===== src/rtl/instruction_encoder_pkg.sv =====
// Shared types and constants for the RV32I instruction encoder: formats, error codes,
// opcodes and the FIFO entry layout.
package instruction_encoder_pkg;

  typedef enum logic [2:0] {
    INS_R       = 3'd0,
    INS_I       = 3'd1,
    INS_S       = 3'd2,
    INS_B       = 3'd3,
    INS_U       = 3'd4,
    INS_J       = 3'd5,
    INS_INVALID = 3'd6
  } instype_t;

  typedef enum logic [2:0] {
    ERR_NONE  = 3'd0,
    ERR_TYPE  = 3'd1,
    ERR_ALIGN = 3'd2,
    ERR_RANGE = 3'd3
  } enc_err_t;

  localparam logic [6:0] OP_IMM    = 7'b0010011;
  localparam logic [6:0] OP_REG    = 7'b0110011;
  localparam logic [6:0] OP_LUI    = 7'b0110111;
  localparam logic [6:0] OP_AUIPC  = 7'b0010111;
  localparam logic [6:0] OP_JAL    = 7'b1101111;
  localparam logic [6:0] OP_JALR   = 7'b1100111;
  localparam logic [6:0] OP_BRANCH = 7'b1100011;
  localparam logic [6:0] OP_LOAD   = 7'b0000011;
  localparam logic [6:0] OP_STORE  = 7'b0100011;

  localparam logic [31:0] NOP_WORD = 32'h0000_0013;

  typedef struct packed {
    logic [31:0] instr;
    logic [31:0] addr;
    enc_err_t    err;
  } enc_entry_t;

  // Same opcode/format pairing the decoder uses.
  function automatic logic op_legal(input instype_t t, input logic [6:0] op);
    logic ok;
    ok = 1'b0;
    case (t)
      INS_R:   ok = (op == OP_REG);
      INS_I:   ok = (op == OP_IMM) || (op == OP_LOAD) || (op == OP_JALR);
      INS_S:   ok = (op == OP_STORE);
      INS_B:   ok = (op == OP_BRANCH);
      INS_U:   ok = (op == OP_LUI) || (op == OP_AUIPC);
      INS_J:   ok = (op == OP_JAL);
      default: ok = 1'b0;
    endcase
    return ok;
  endfunction

  // True when imm is a sign extension of its bits [msb:0].
  function automatic logic fits_signed(input logic [31:0] imm, input int unsigned msb);
    logic [31:0] hi;
    hi = $signed(imm) >>> msb;
    return (hi == 32'h0000_0000) || (hi == 32'hFFFF_FFFF);
  endfunction

endpackage


===== src/rtl/instruction_encoder_fifo.sv =====
// DEPTH-entry output FIFO for encoded words. Head outputs show the last popped entry
// while empty, so downstream never sees stale slots from earlier wraps.
module enc_fifo
  import instruction_encoder_pkg::*;
#(
  parameter int DEPTH = 2
) (
  input  logic       clk,
  input  logic       rst_n,
  input  logic       i_push,
  input  enc_entry_t i_data,
  input  logic       i_pop,
  output enc_entry_t o_data,
  output logic       o_valid,
  output logic       o_full
);

  localparam int AW = (DEPTH > 1) ? $clog2(DEPTH) : 1;

  enc_entry_t        r_mem [DEPTH];
  enc_entry_t        r_last;
  logic [AW-1:0]     r_wr;
  logic [AW-1:0]     r_rd;
  logic [AW:0]       r_cnt;

  logic w_empty;
  logic w_do_pop;
  logic w_do_push;

  assign w_empty   = (r_cnt == '0);
  assign o_full    = (r_cnt == (AW+1)'(DEPTH));
  assign w_do_pop  = i_pop && !w_empty;
  assign w_do_push = i_push && (!o_full || w_do_pop);

  always_ff @(posedge clk or negedge rst_n) begin
    if (!rst_n) begin
      for (int i = 0; i < DEPTH; i++) r_mem[i] <= '0;
      r_last <= '0;
      r_wr   <= '0;
      r_rd   <= '0;
      r_cnt  <= '0;
    end else begin
      if (w_do_push) begin
        r_mem[r_wr] <= i_data;
        r_wr        <= r_wr + AW'(1);
      end
      if (w_do_pop) begin
        r_last <= r_mem[r_rd];
        r_rd   <= r_rd + AW'(1);
      end
      if (w_do_push && !w_do_pop) r_cnt <= r_cnt + (AW+1)'(1);
      else if (w_do_pop && !w_do_push) r_cnt <= r_cnt - (AW+1)'(1);
    end
  end

  assign o_valid = !w_empty;
  assign o_data  = w_empty ? r_last : r_mem[r_rd];

endmodule


===== src/rtl/instruction_encoder.sv =====
// Packs decoded RV32I fields into instruction words, range/format checks them, tags
// each with a target address and queues the result for the instruction-memory writer.
module instruction_encoder
  import instruction_encoder_pkg::*;
#(
  parameter int          DEPTH     = 2,
  parameter logic [31:0] BASE_ADDR = 32'h0000_0000
) (
  input  logic        clk,
  input  logic        rst_n,
  input  logic        in_valid,
  output logic        in_ready,
  input  logic [6:0]  in_op,
  input  logic [9:0]  in_func,
  input  logic [4:0]  in_rs1,
  input  logic [4:0]  in_rs2,
  input  logic [4:0]  in_rd,
  input  logic [31:0] in_imm,
  input  instype_t    in_type,
  input  logic        addr_load,
  input  logic [31:0] addr_value,
  output logic        out_valid,
  input  logic        out_ready,
  output logic [31:0] out_instr,
  output logic [31:0] out_addr,
  output enc_err_t    out_err,
  output logic        err_sticky
);

  // Handshake: a transfer happens on a rising edge where valid && ready are both high;
  // valid never depends on ready, and in_ready may depend on out_ready (pop-through when full).

  logic [2:0]  w_f3;
  logic [6:0]  w_f7;
  logic        w_is_shift;
  logic [31:0] w_raw;
  logic        w_type_err;
  logic        w_align_err;
  logic        w_range_err;
  enc_err_t    w_err;
  logic [31:0] w_load_addr;
  logic [31:0] w_entry_addr;
  logic        w_push;
  logic        w_full;
  enc_entry_t  w_wr_entry;
  enc_entry_t  w_head;

  logic [31:0] r_addr;
  logic        r_sticky;

  assign w_f3       = in_func[2:0];
  assign w_f7       = in_func[9:3];
  assign w_is_shift = (in_type == INS_I) && (in_op == OP_IMM) &&
                      ((w_f3 == 3'b001) || (w_f3 == 3'b101));

  always_comb begin
    w_raw = '0;
    case (in_type)
      INS_R: w_raw = {w_f7, in_rs2, in_rs1, w_f3, in_rd, in_op};
      INS_I: w_raw = w_is_shift ? {w_f7, in_imm[4:0], in_rs1, w_f3, in_rd, in_op}
                                : {in_imm[11:0], in_rs1, w_f3, in_rd, in_op};
      INS_S: w_raw = {in_imm[11:5], in_rs2, in_rs1, w_f3, in_imm[4:0], in_op};
      INS_B: w_raw = {in_imm[12], in_imm[10:5], in_rs2, in_rs1, w_f3,
                      in_imm[4:1], in_imm[11], in_op};
      INS_U: w_raw = {in_imm[31:12], in_rd, in_op};
      INS_J: w_raw = {in_imm[20], in_imm[10:1], in_imm[11], in_imm[19:12], in_rd, in_op};
      default: w_raw = '0;
    endcase
  end

  assign w_type_err = !op_legal(in_type, in_op);

  always_comb begin
    w_align_err = 1'b0;
    w_range_err = 1'b0;
    case (in_type)
      INS_I: w_range_err = w_is_shift ? (in_imm[31:5] != '0) : !fits_signed(in_imm, 11);
      INS_S: w_range_err = !fits_signed(in_imm, 11);
      INS_B: begin
        w_align_err = in_imm[0];
        w_range_err = !fits_signed(in_imm, 12);
      end
      INS_U: w_align_err = (in_imm[11:0] != '0);
      INS_J: begin
        w_align_err = in_imm[0];
        w_range_err = !fits_signed(in_imm, 20);
      end
      default: begin
        w_align_err = 1'b0;
        w_range_err = 1'b0;
      end
    endcase
  end

  always_comb begin
    w_err = ERR_NONE;
    if (w_type_err)       w_err = ERR_TYPE;
    else if (w_align_err) w_err = ERR_ALIGN;
    else if (w_range_err) w_err = ERR_RANGE;
  end

  assign w_load_addr  = {addr_value[31:2], 2'b00};
  assign w_entry_addr = addr_load ? w_load_addr : r_addr;

  assign in_ready = !w_full || (out_valid && out_ready);
  assign w_push   = in_valid && in_ready;

  assign w_wr_entry.instr = (w_err == ERR_NONE) ? w_raw : NOP_WORD;
  assign w_wr_entry.addr  = w_entry_addr;
  assign w_wr_entry.err   = w_err;

  // Errored words keep the address so the next good word lands where it was meant to.
  always_ff @(posedge clk or negedge rst_n) begin
    if (!rst_n) begin
      r_addr   <= BASE_ADDR;
      r_sticky <= 1'b0;
    end else begin
      if (w_push) begin
        r_addr <= (w_err == ERR_NONE) ? (w_entry_addr + 32'd4) : w_entry_addr;
        if (w_err != ERR_NONE) r_sticky <= 1'b1;
      end else if (addr_load) begin
        r_addr <= w_load_addr;
      end
    end
  end

  enc_fifo #(
    .DEPTH(DEPTH)
  ) u_fifo (
    .clk    (clk),
    .rst_n  (rst_n),
    .i_push (w_push),
    .i_data (w_wr_entry),
    .i_pop  (out_ready),
    .o_data (w_head),
    .o_valid(out_valid),
    .o_full (w_full)
  );

  assign out_instr  = w_head.instr;
  assign out_addr   = w_head.addr;
  assign out_err    = w_head.err;
  assign err_sticky = r_sticky;

endmodule


===== config.mk =====
export PLATFORM = sky130hd
export DESIGN_NAME = instruction_encoder
export DESIGN_NICKNAME = d
export VERILOG_FILES = /design/src/rtl/instruction_encoder_pkg.sv /design/src/rtl/instruction_encoder_fifo.sv /design/src/rtl/instruction_encoder.sv
export SDC_FILE = /design/constraint.sdc
export NUM_CORES = 1
export LEC_CHECK = 0
export CORE_MARGIN = 4
export CORE_UTILIZATION = 43
export DETAILED_ROUTE_END_ITERATION = 8
export PLACE_DENSITY = 0.67
export SETUP_SLACK_MARGIN = 0.2
export SKIP_LAST_GASP = 1
export SLEW_MARGIN = 40
export SYNTH_ARGS = -nofsm -noshare
export SYNTH_HDL_FRONTEND = slang
export SYNTH_SLANG_ARGS = --single-unit
export TNS_END_PERCENT = 100

===== constraint.sdc =====
create_clock -name clk -period 4.7 [get_ports clk]
set_clock_uncertainty 0.1 [all_clocks]
set_input_delay 0.94 -clock clk [delete_from_list [all_inputs] [get_ports clk]]
set_output_delay 0.94 -clock clk [all_outputs]
set_load 0.01 [all_outputs]

Yosys cells after proc, flatten, opt, wreduce, memory -nomap -nowiden
Index checks and enable logic that the tools add are counted.
Storage, ports and cells
  register bits: 238
  input port bits: 104
  output and inout port bits: 70
  logic and storage cells: 101
Operators by class
  add/sub/neg operators: 5
  $lt $le $gt $ge: 3
  equality and inequality tests: 20
  muxes and demuxes: 22
  bitwise operators: 2
  reduce and logical (&&, ||, !) cells: 35
Operators with widths (number)
  $mux W67: 5
  $pmux W32 S6: 1
  $mux W32: 5
  $bwmux W134: 1
  $eq A32 B32 Y1 const B: 3
  $logic_not A32 Y1: 3
  $demux W67 S1: 1
  $add A32 B3 Y32 const B: 1
  $reduce_bool A27 Y1: 1
  $eq A7 B6 Y1 const B: 3
  $eq A7 B7 Y1 const B: 3
  $eq A7 B5 Y1 const B: 2
  $reduce_bool A12 Y1: 1
  $mux W2: 5
  $eq A3 B3 Y1 const B: 3
  $logic_and A1 B1 Y1: 8
  $logic_or A1 B1 Y1: 8
  $eq A7 B2 Y1 const B: 1
  $logic_not A1 Y1: 7
  $eq A3 B1 Y1 const B: 2
  $eq A3 B2 Y1 const B: 2
  $logic_not A3 Y1: 2
  $pmux W1 S6: 1
  $ge A2 B2 Y1 const B: 2
  14 further kinds: 16

Logic depth before layout (Yosys ltp)
  depth in word-level cells: 11
  mapped depth: 11
  mapped depth without buffers: 9

Hierarchy
Synthesis repeated with hierarchy kept, for this count alone.
Unflattened totals
  cell total of the unflattened synthesis: 1105
  area total of the unflattened synthesis: 11921.4 sq um
By module, submodules not included
  enc_fifo: times used 1, cells an instance 741, area an instance 8898.5 sq um, sequential area each 5129.9 sq um
  instruction_encoder: times used 1, cells an instance 364, area an instance 3022.9 sq um, sequential area each 825.8 sq um

Worst setup path after synthesis
No wires, ideal clock.
  path type: input port to flip-flop
  start: input port in_type[0]
  end: register r_addr[3]
  arrival: 3.366 ns
  setup slack: 1.109 ns
  stages on the path: 10
  buffers on the path: 2
  cell sequence: buf_2 -> buf_1 -> and2_1 -> ha_1 -> nor4bb_1 -> nand2_1 -> o31ai_1 -> o311ai_2 -> nor2_1 -> mux2_2
On the way
  cells in the longest elaborated chain, start to end: 11
  elaborated cells on any way between the ends: 19
  those cells by class: eq/ne (5); mux (9); reduce/logical (5)
Ends and longest elaborated chain
  start: declaration: line instruction_encoder.sv:19  | input instype_t in_type,
  $eq A3 B1 Y1: line instruction_encoder_pkg.sv:44, instruction_encoder.sv:53, instruction_encoder.sv:76
  $logic_and A1 B1 Y1 (2 in a row): line instruction_encoder.sv:53  | assign w_is_shift = (in_type == INS_I) && (in_op == OP_IMM) &&
  $mux W1: line instruction_encoder.sv:77  | INS_I: w_range_err = w_is_shift ? (in_imm[31:5] != '0) : !fits_signed(in_imm, 11);
  $pmux W1 S4: line instruction_encoder.sv:76  | case (in_type)
  $mux W2: line instruction_encoder.sv:99  | else if (w_range_err) w_err = ERR_RANGE;
  $mux W2: line instruction_encoder.sv:98  | else if (w_align_err) w_err = ERR_ALIGN;
  $mux W2 (*): line instruction_encoder.sv:97  | if (w_type_err) w_err = ERR_TYPE;
  $logic_not A3 Y1 (*): line instruction_encoder.sv:119  | r_addr <= (w_err == ERR_NONE) ? (w_entry_addr + 32'd4) : w_entry_addr;
  $mux W32 (*): line instruction_encoder.sv:119
  $mux W32 (*): line instruction_encoder.sv:118  | if (w_push) begin
  end signal: assignment: line instruction_encoder.sv:119
  end signal: assignment: line instruction_encoder.sv:122  | r_addr <= w_load_addr;
  end: declaration: line instruction_encoder.sv:48  | logic [31:0] r_addr;
Every way passes the cells marked *; elsewhere a longest branch is shown, timed or not.
A chain may end at the register's enable or synchronous reset.

Final worst setup path
  start: register u_fifo.r_cnt[0]
  end: output port out_instr[9]
On the way
  cells in the longest elaborated chain, start to end: 2
Ends and longest elaborated chain
  start: declaration: line instruction_encoder_fifo.sv:24  | logic [AW:0] r_cnt;
  start signal: assignment: line instruction_encoder_fifo.sv:51  | if (w_do_push && !w_do_pop) r_cnt <= r_cnt + (AW+1)'(1);
  start signal: assignment: line instruction_encoder_fifo.sv:52  | else if (w_do_pop && !w_do_push) r_cnt <= r_cnt - (AW+1)'(1);
  $logic_not A2 Y1: line instruction_encoder_fifo.sv:30  | assign w_empty = (r_cnt == '0);
  $mux W67: line instruction_encoder_fifo.sv:57  | assign o_data = w_empty ? r_last : r_mem[r_rd];
  end: declaration: line instruction_encoder.sv:24  | output logic [31:0] out_instr,
Every way passes these cells.

==> impl_metrics.csv <==
group,metric,value,unit
setup_path,cp_cell_sequence,"or2_4, buf_4, nor2_1, a21oi_1, clkdlybuf4s50_1",
place,port_buffers,170,
floorplanning,die_area,29260,um2
sta,report.final.slew_viol_count,0,
sta,setup_viol,0,
power_and_ir_drop,total_power,7.768,mW
drt,drt_iter0_markers,629,
synth,yosysWarnings,0,
setup_path,slowest_stage,"clkdlybuf4s50_1",
setup_path,path_depth,5,
synth,ys.flop_type,"dfrtp_1",
sta,maxSlewHeadroom,0.4434,
drt,drt-total-wl,29.49,mm
global_routing,grt_antenna_before_repair,0,
floorplanning,fp.coreArea,26130,um2
finish,n_fill_cell,2348,
sta,period_share,0.8105,
setup_path,critPathTopFamily,"buffers and inverters",
drt,ant_nets,0,
sta,fin_ws,890.8,ps
synth,yosys.area.top_type,"dfrtp_1",
place,placed_area,13560,um2
finish,drive_above_1_share,0.07407,
place,place_ws,497.5,ps
global_routing,grt.total_usage,0.1996,
finish,finalNetCount,1465,
clocking,cts_resized,0,
setup_path,start_kind,"flop",
clocking,clock-sinks,235,
floorplanning,die_h,171.1,um
job,cap_violations,0,
setup_path,crit_fanout,45,
floorplanning,placementRows,59,
worst_hold_path,hp-class,"in2async",
finish,final_common_cell,"dfrtp_1",
floorplanning,start_util,0.4376,
setup_path,r2r_cells,7,
drt,first_pass_iters,5,
setup_path,r2r-start,"u_fifo.r_cnt[0]",
clocking,cts_buffer_depth,3,
sta,period_needed,3809,ps
synth,yosysSeqAreaShare,0.5143,
clocking,cts_buffers,26,
setup_path,cp-end-kind,"output port",
finish,fin_util,0.5522,
drt,num_vias,9243,
synth,syn_nets,1322,
finish,regArea,5884,um2
clocking,post_cts_buffers,0,
setup_path,regToRegSetupSlack,2160,ps
setup_path,cp_num_buf_inv,2,
sta,tightest_slew,834.8,ps
drt,wl_per_cell,17.22,um
setup_path,crit_required,3660,ps
setup_path,critPathKind,"reg2out",
finish,area_delta_synth_final,26.21,%
place,dp.final_hpwl,20.34,mm
power_and_ir_drop,power_leakage,6.244,nW
sta,rsz0062_at_grt,"no",
setup_path,worst_r2r_endpoint,"u_fifo.r_cnt[1]",
power_and_ir_drop,ir_drop,0.0004031,V
clocking,htreeDepth,1,
finish,antennaDiodeCount,0,
sta,setup_tns,0,ps
synth,synthDistinctLibCells,65,
global_routing,grt_pass1_wl,47.48,mm
drt,routed_via_density,5.399,
power_and_ir_drop,power.density,538.3,nW/um2
global_routing,overflow,0,
synth,async_reset_ff_frac,1.000,
setup_path,worst_path_largest_cell_delay,570,ps
finish,multi_input_area,5235,um2
finish,layout_common_cells,"dfrtp_1, nand2_1, o21ai_0",
global_routing,grt_pass1_vias,8892,
clocking,clk_pin_slew_worst_paths,60,ps
global_routing,grt_max_degree,86,
synth,synth.area.top_cells,"dfrtp_1, mux2i_1, o21ai_0",
floorplanning,dieWidth,171.1,um
floorplanning,ioPinCount,174,
run_status,status,"finished, final reports clean",
clocking,cts_root_buf,"clkbuf_16",
sta,max_freq,262.5,MHz
clocking,clk_latency,520,ps
setup_path,critPathArrivalTime,2770,ps
synth,synth-edff-count,0,
synth,ys_ff_latch,235,
sta,hold_viol_final,0,
synth,synth_top_area_share,0.5143,
drt,drc,0,
synth,syn_area_per_cell,9.419,um2
finish,final_area,14430,um2
clocking,cts_tree,"yes",
synth,synth_cells,1214,
clocking,cts_hold_buffers,0,
synth,synth_area,11430,um2
place,gp_congestion,0.8384,
worst reg2reg max path, delay by kind of cell, from the launching register on:
| kind | cells | cell delay (ps) |
|---|---|---|
| XOR/XNOR | 2 | 290 |
| adder cells (fa/ha/maj) | 1 | 350 |
| buffers and inverters | 1 | 310 |
| flip-flops | 1 | 410 |
| AND/OR/NAND/NOR | 3 | 1000 |
through the flow:
stage	hold WS (ps)	instances
6_report	237.3	1712
5_1_grt	261.7	1712
4_1_cts	239.5	1711
3_5_place_dp	352.1	1663
3_3_place_gp	348.6	1661
2_1_floorplan	334.0	1214
logic make-up (layout without fill, tap and decap cells):
group                    Yosys count  count (layout)  synth area share
other                              1               1         0.0003279
buffers and inverters             94             257           0.03403
flip-flops                       235             235            0.5143
AND/OR/NAND/NOR                  421             421            0.1752
adder cells (fa/ha/maj)            4               4          0.004377
XOR/XNOR                          34              34           0.02604
AO/OA/AOI/OAI                    324             324            0.1571
multiplexers                     101             101           0.08863
cell type report:
class / instances / area share
multi-input cells: 885 / 0.3628
clock inverters: 6 / 0.003988
well taps: 335 / 0.02904
repair buffers: 194 / 0.1384
inverters: 15 / 0.003902
flip-flops and latches: 235 / 0.4078
clock buffers: 42 / 0.05419
how the worst max path moves through the flow:
stage | slack [ps] | to | start
detailed placement | 500 | u_fifo.r_mem[116] | in_type[2]
CTS | 830 | out_instr[26] | u_fifo.r_rd
global placement | 510 | u_fifo.r_mem[121] | in_type[2]
floorplan | 1110 | r_addr[3] | in_type[0]
finish | 890 | out_instr[9] | u_fifo.r_cnt[0]
global route | 710 | out_instr[0] | u_fifo.r_cnt[0]
cell usage after synthesis, types with 6 or more instances:
cell type,count
dfrtp_1,235
clkbuf_1,57
a222oi_1,6
nand4_1,14
buf_2,8
inv_1,14
a22oi_1,12
nor3_1,19
o21ai_0,190
nor4_1,10
nand3_1,11
nand2_1,204
a21oi_1,84
nand2b_1,8
xnor2_1,32
nor2b_1,9
nor2_1,96
nor3_2,10
mux2i_1,99
buf_1,10
per-layer routing:
layer / vias to the layer above / routed length [um] / track usage
met2: 223 / 13290 / 0.3139
met1: 4429 / 14090 / 0.2890
li1: 4533 / - / -
met3: 58 / 1225 / 0.02703
met4: 0 / 888 / 0.06166
met5: - / 0 / 0
power breakdown:
part	switching, mW	leakage [nW]	total (mW)	internal [mW]
combinational	1.65	2.81	3.07	1.42
sequential	0.263	3.02	2.71	2.45
clock	0.793	0.410	1.98	1.19
flip-flops by register name (all words and copies together), names as in the netlist:
| signal | count |
|---|---|
| u_fifo.r_last | 66 |
| u_fifo.r_rd | 1 |
| r_addr | 32 |
| u_fifo.r_cnt | 2 |
| err_sticky | 1 |
| u_fifo.r_wr | 1 |
| u_fifo.r_mem | 132 |
(Power assumes the default switching activity.)
==> variant 1: new RTL, config.mk and constraints unchanged <==
Make the reset (`rst_n`) synchronous in 2 clocked blocks.
--- a/src/rtl/instruction_encoder_fifo.sv
+++ b/src/rtl/instruction_encoder_fifo.sv
@@ -32,7 +32,7 @@
   assign w_do_pop  = i_pop && !w_empty;
   assign w_do_push = i_push && (!o_full || w_do_pop);
 
-  always_ff @(posedge clk or negedge rst_n) begin
+  always_ff @(posedge clk) begin
     if (!rst_n) begin
       for (int i = 0; i < DEPTH; i++) r_mem[i] <= '0;
       r_last <= '0;
--- a/src/rtl/instruction_encoder.sv
+++ b/src/rtl/instruction_encoder.sv
@@ -110,7 +110,7 @@
   assign w_wr_entry.err   = w_err;
 
   // Errored words keep the address so the next good word lands where it was meant to.
-  always_ff @(posedge clk or negedge rst_n) begin
+  always_ff @(posedge clk) begin
     if (!rst_n) begin
       r_addr   <= BASE_ADDR;
       r_sticky <= 1'b0;
Function: differs if rst_n is asserted again (counterexample within 4 cycles, from zero or initial values and one cycle with rst_n low); with rst_n held inactive, the same outputs for 4 cycles.
==> variant 1 against the unedited design <==
  * Total power fell by 1.4%
  * Setup slack got worse by 0.19 ns
  * Die area rose by 1.1%
  * Sequential cell count rose by 1
  * Routed wire length rose by 5.6%
  * Synthesized area rose by 1.1%
  * Design area fell by 0.23%
  * Non-clock buffer count rose by 3
  * Via count rose by 0.28%
  * First-iteration DRC count rose by 2.7%
  * Critical path depth rose by 5
  * Largest cell class unchanged
==> variant 1: results (changes against the unedited design) <==
* Status: finished, final reports clean
* Post-synth EDFFs at 132 (+132)
* Rel. slew slack at 0.526 (+0.0829)
* Register area share after synthesis at 0.523 (+0.00855)
* Initial DRT Pass Iterations at 6 (+1)
* Filler instances at 2335 (-0.55%)
* First-pass GRT wire length at 48000 um (+1.2%)
* Crit path max-delay family: simple AND/OR/NAND/NOR gates
* Netlist cell types at 68 (+4.6%)
* Hold Path Class: reg -> reg
* XOR/XNOR Fraction of Synth Area at 0.00379 (-0.0223)
* Net count after synthesis at 1276 (-3.5%)
* Commonest cells post-synth: 276 x nor2_1, 132 x edfxtp_1, 130 x mux2i_1
* Post-synthesis compound-gate area fraction at 0.118 (-0.0396)
* Pleak at 5.10 nW (-18%)
* Nets at 1409 (-3.8%)
* VDD IR max at 0.323 mV (-20%)
* Setup WS pre-CTS at 0.263 ns (-0.234 ns)
* Async S/R FF share, synth at 0 (-1.00)
* DRT iter0 DRCs at 646 (+2.7%)
* CP max-delay cell: or4_4
* Crit path launch: in_type[2]
* FF-to-FF Start: u_fifo.r_cnt[0]$_SDFFE_PN0P_
* GPL Wtd Cong at 0.808 (-3.6%)
* Area leader, netlist: edfxtp_1
* Multiplexer share of the synthesized area at 0.120 (+0.0317)
* Vias/cell at 5.60 (+3.7%)
* Worst-path maximum fanout at 29 (-36%)
* Top post-synthesis cells by area: edfxtp_1 34%, dfxtp_1 18%, mux2i_1 11%
* DR WL/cell at 18.8 um (+9.2%)
* Largest net degree at the start of global routing at 77 (-10%)
* Vias in the first global route at 8728 (-1.8%)
* Worst Path Arrival at 4.27 ns (+1.50 ns)
* Layout cell share with drive strength beyond 1 at 0.0787 (+0.00465)
* Post-synthesis adder-cell area fraction at 0.00433 (-0.0000488)
* Largest regs: u_fifo.r_mem (132), u_fifo.r_last (66), r_addr (32)
* Total track usage at 0.204 (+0.00467)
-- variant 1: changes by cell type after synthesis, sizes merged, moves of 29 or more --
cell and delta:
a211oi +67, dfrtp -235, dfxtp +104, edfxtp +132, mux2i +31, nand2 -155, nor2 +190, o21ai -180
xnor2 -29
-- variant 1: report_power, final --
part           switching, W  total [W]  internal, W
combinational       0.00157    0.00297      0.00140
clock              0.000800    0.00201      0.00121
sequential         0.000180    0.00268      0.00250
-- variant 1: final cells by class --
class / count / area, um2 / area share
sequential: 236 / 6050 / 0.420
multi-input combinational: 824 / 5070 / 0.352
timing repair buffer: 197 / 1960 / 0.136
clock buffer: 40 / 754 / 0.0524
tap: 335 / 419 / 0.0291
clock inverter: 8 / 91.3 / 0.00634
inverter: 16 / 60.1 / 0.00417
-- variant 1: worst paths after layout --
check | cells after the start | slack, ns | to
setup / recovery | 10 | 0.70 | u_fifo.r_mem[1][65]$_SDFFCE_PN0P_
hold / removal | 2 | 0.40 | r_addr[0]$_SDFF_PN0_
setup reg to reg | 6 | 1.79 | u_fifo.r_last[31]$_SDFFE_PN0P_
hold reg to reg | 2 | 0.40 | r_addr[0]$_SDFF_PN0_
-- variant 1: per-layer routing --
metal	part of all wire	global-route usage
met1	0.45	0.289
met2	0.47	0.331
met3	0.054	0.0249
met4	0.028	0.0608
met5	0	0
-- variant 1: through the flow --
step,hold slack (ns),std cells,total power (W),area (um2)
floorplan,0.357,1168,0.00426,11600
global placement,0.371,1607,0.00565,13500
detailed placement,0.385,1608,0.00571,13600
CTS,0.399,1656,0.00773,14400
global route,0.421,1656,0.00806,14400
finish,0.396,1656,0.00766,14400
==> variant 2: new RTL, same flow settings <==
Without the edit above. `DEPTH` is set to 2 in 2 places; all go to 4.
--- a/src/rtl/instruction_encoder_fifo.sv
+++ b/src/rtl/instruction_encoder_fifo.sv
@@ -3,7 +3,7 @@
 module enc_fifo
   import instruction_encoder_pkg::*;
 #(
-  parameter int DEPTH = 2
+  parameter int DEPTH = 4
 ) (
   input  logic       clk,
   input  logic       rst_n,
--- a/src/rtl/instruction_encoder.sv
+++ b/src/rtl/instruction_encoder.sv
@@ -3,7 +3,7 @@
 module instruction_encoder
   import instruction_encoder_pkg::*;
 #(
-  parameter int          DEPTH     = 2,
+  parameter int          DEPTH     = 4,
   parameter logic [31:0] BASE_ADDR = 32'h0000_0000
 ) (
   input  logic        clk,
Behaviour: not the same (a bounded check fails within 4 cycles, from zero or initial values and one cycle with rst_n low).
==> variant 2 against the unedited design <==
  * Sequential cell count up 135
  * Utilization down 2.2 points
  * Setup slack worse by 0.26 ns
  * Routed wire length up 45%
  * Sequential power up 61%
  * Design area up 47%
  * Total power up 44%
  * Synthesized area up 53%
  * Worst hold slack worse by 0.0019 ns
  * Critical endpoint is now out_addr[22]
  * Clock power up 51%
  * Global-route usage down 0.44 points
  * Non-clock buffer count up 14
  * Register-to-register slack worse by 0.52 ns
==> variant 2: results (changes against the unedited design) <==
* Status: finished, final reports clean
* Inverters at 17 (+2)
* Multi-input comb cells at 1007 (+14%)
* Reg2Reg Setup Slack at 1.64 ns (-0.52 ns)
* Bufs w/o clock at 208 (+7.2%)
* Combinational Power Share at 0.344 (-0.052)
* Worst hold slack at 0.235 ns (-0.00188 ns)
* Total Power at 0.0112 W (+44%)
* Number of H-tree levels at 2 (+1)
* Vias at 12.3k (+33%)
* Register area share after synthesis at 0.530 (+0.0154)
* Placed cells at 2125 (+28%)
* VDD IR max at 0.308 mV (-24%)
* Met1 Wirelength at 18800 um (+34%)
* Internal power at 0.00760 W (+50%)
* Worst-path maximum fanout at 27 (-40%)
* Post-synthesis area per instance at 11.6 um2 (+23%)
* DRT iter0 DRCs at 818 (+30%)
* Post-DP HPWL at 28700 um (+41%)
* Top post-synthesis cells by area: dfrtp_1 53%, mux2_2 8.6%, mux4_2 8.5%
* Net count after synthesis at 1618 (+22%)
* Layout cell share with drive strength beyond 1 at 0.195 (+0.121)
* Clock buffers at 64 (+52%)
* Met2 global-route usage at 0.328 (+0.0145)
* Largest net degree at the start of global routing at 83 (-3.5%)
* Clk network pwr share at 0.267 (+0.012)
* Crit path launch: u_fifo.r_rd[0]$_DFFE_PN0P_
* GPL Wtd Cong at 0.875 (+4.4%)
* Nets at 1756 (+20%)
* Met3 wire length at 1740 um (+42%)
* FF/Latch Area at 9270 um2 (+57%)
* CP max-delay cell: dfrtp_4
* Met2 Wirelength at 21200 um (+60%)
* DP Area at 19900 um2 (+47%)
* Multi-input combinational area share at 0.366 (+0.00285)
* Fin util at 0.530 (-0.0218)
variant 2: cell types whose count changed in the layout (fill, tap and decap cells not counted), sizes merged, moves of 16 or more:
cell / unedited run / this run
a21oi: 84 / 19
clkbuf: 42 / 66
dfrtp: 235 / 370
mux2: 2 / 134
mux2i: 99 / 31
mux4: 0 / 66
nand2: 204 / 286
nor2: 96 / 19
nor3: 29 / 8
o21ai: 190 / 162
o31ai: 4 / 97
xnor2: 32 / 16
xor2: 2 / 20
variant 2: kinds of logic after synthesis:
family	share of synthesized area
XOR/XNOR	0.0180
flip-flops	0.530
AND/OR/NAND/NOR	0.103
adder cells (fa/ha/maj)	0.00687
buffers and inverters	0.0304
multiplexers	0.189
AO/OA/AOI/OAI	0.122
other	0.000215
variant 2: worst reg2reg max path: cells and delay by family, from the launching register on:
family,cells,cell delay (ns)
buffers and inverters,2,0.94
DFF,1,0.44
and+or+nand+nor,2,0.98
muxes,1,0.48
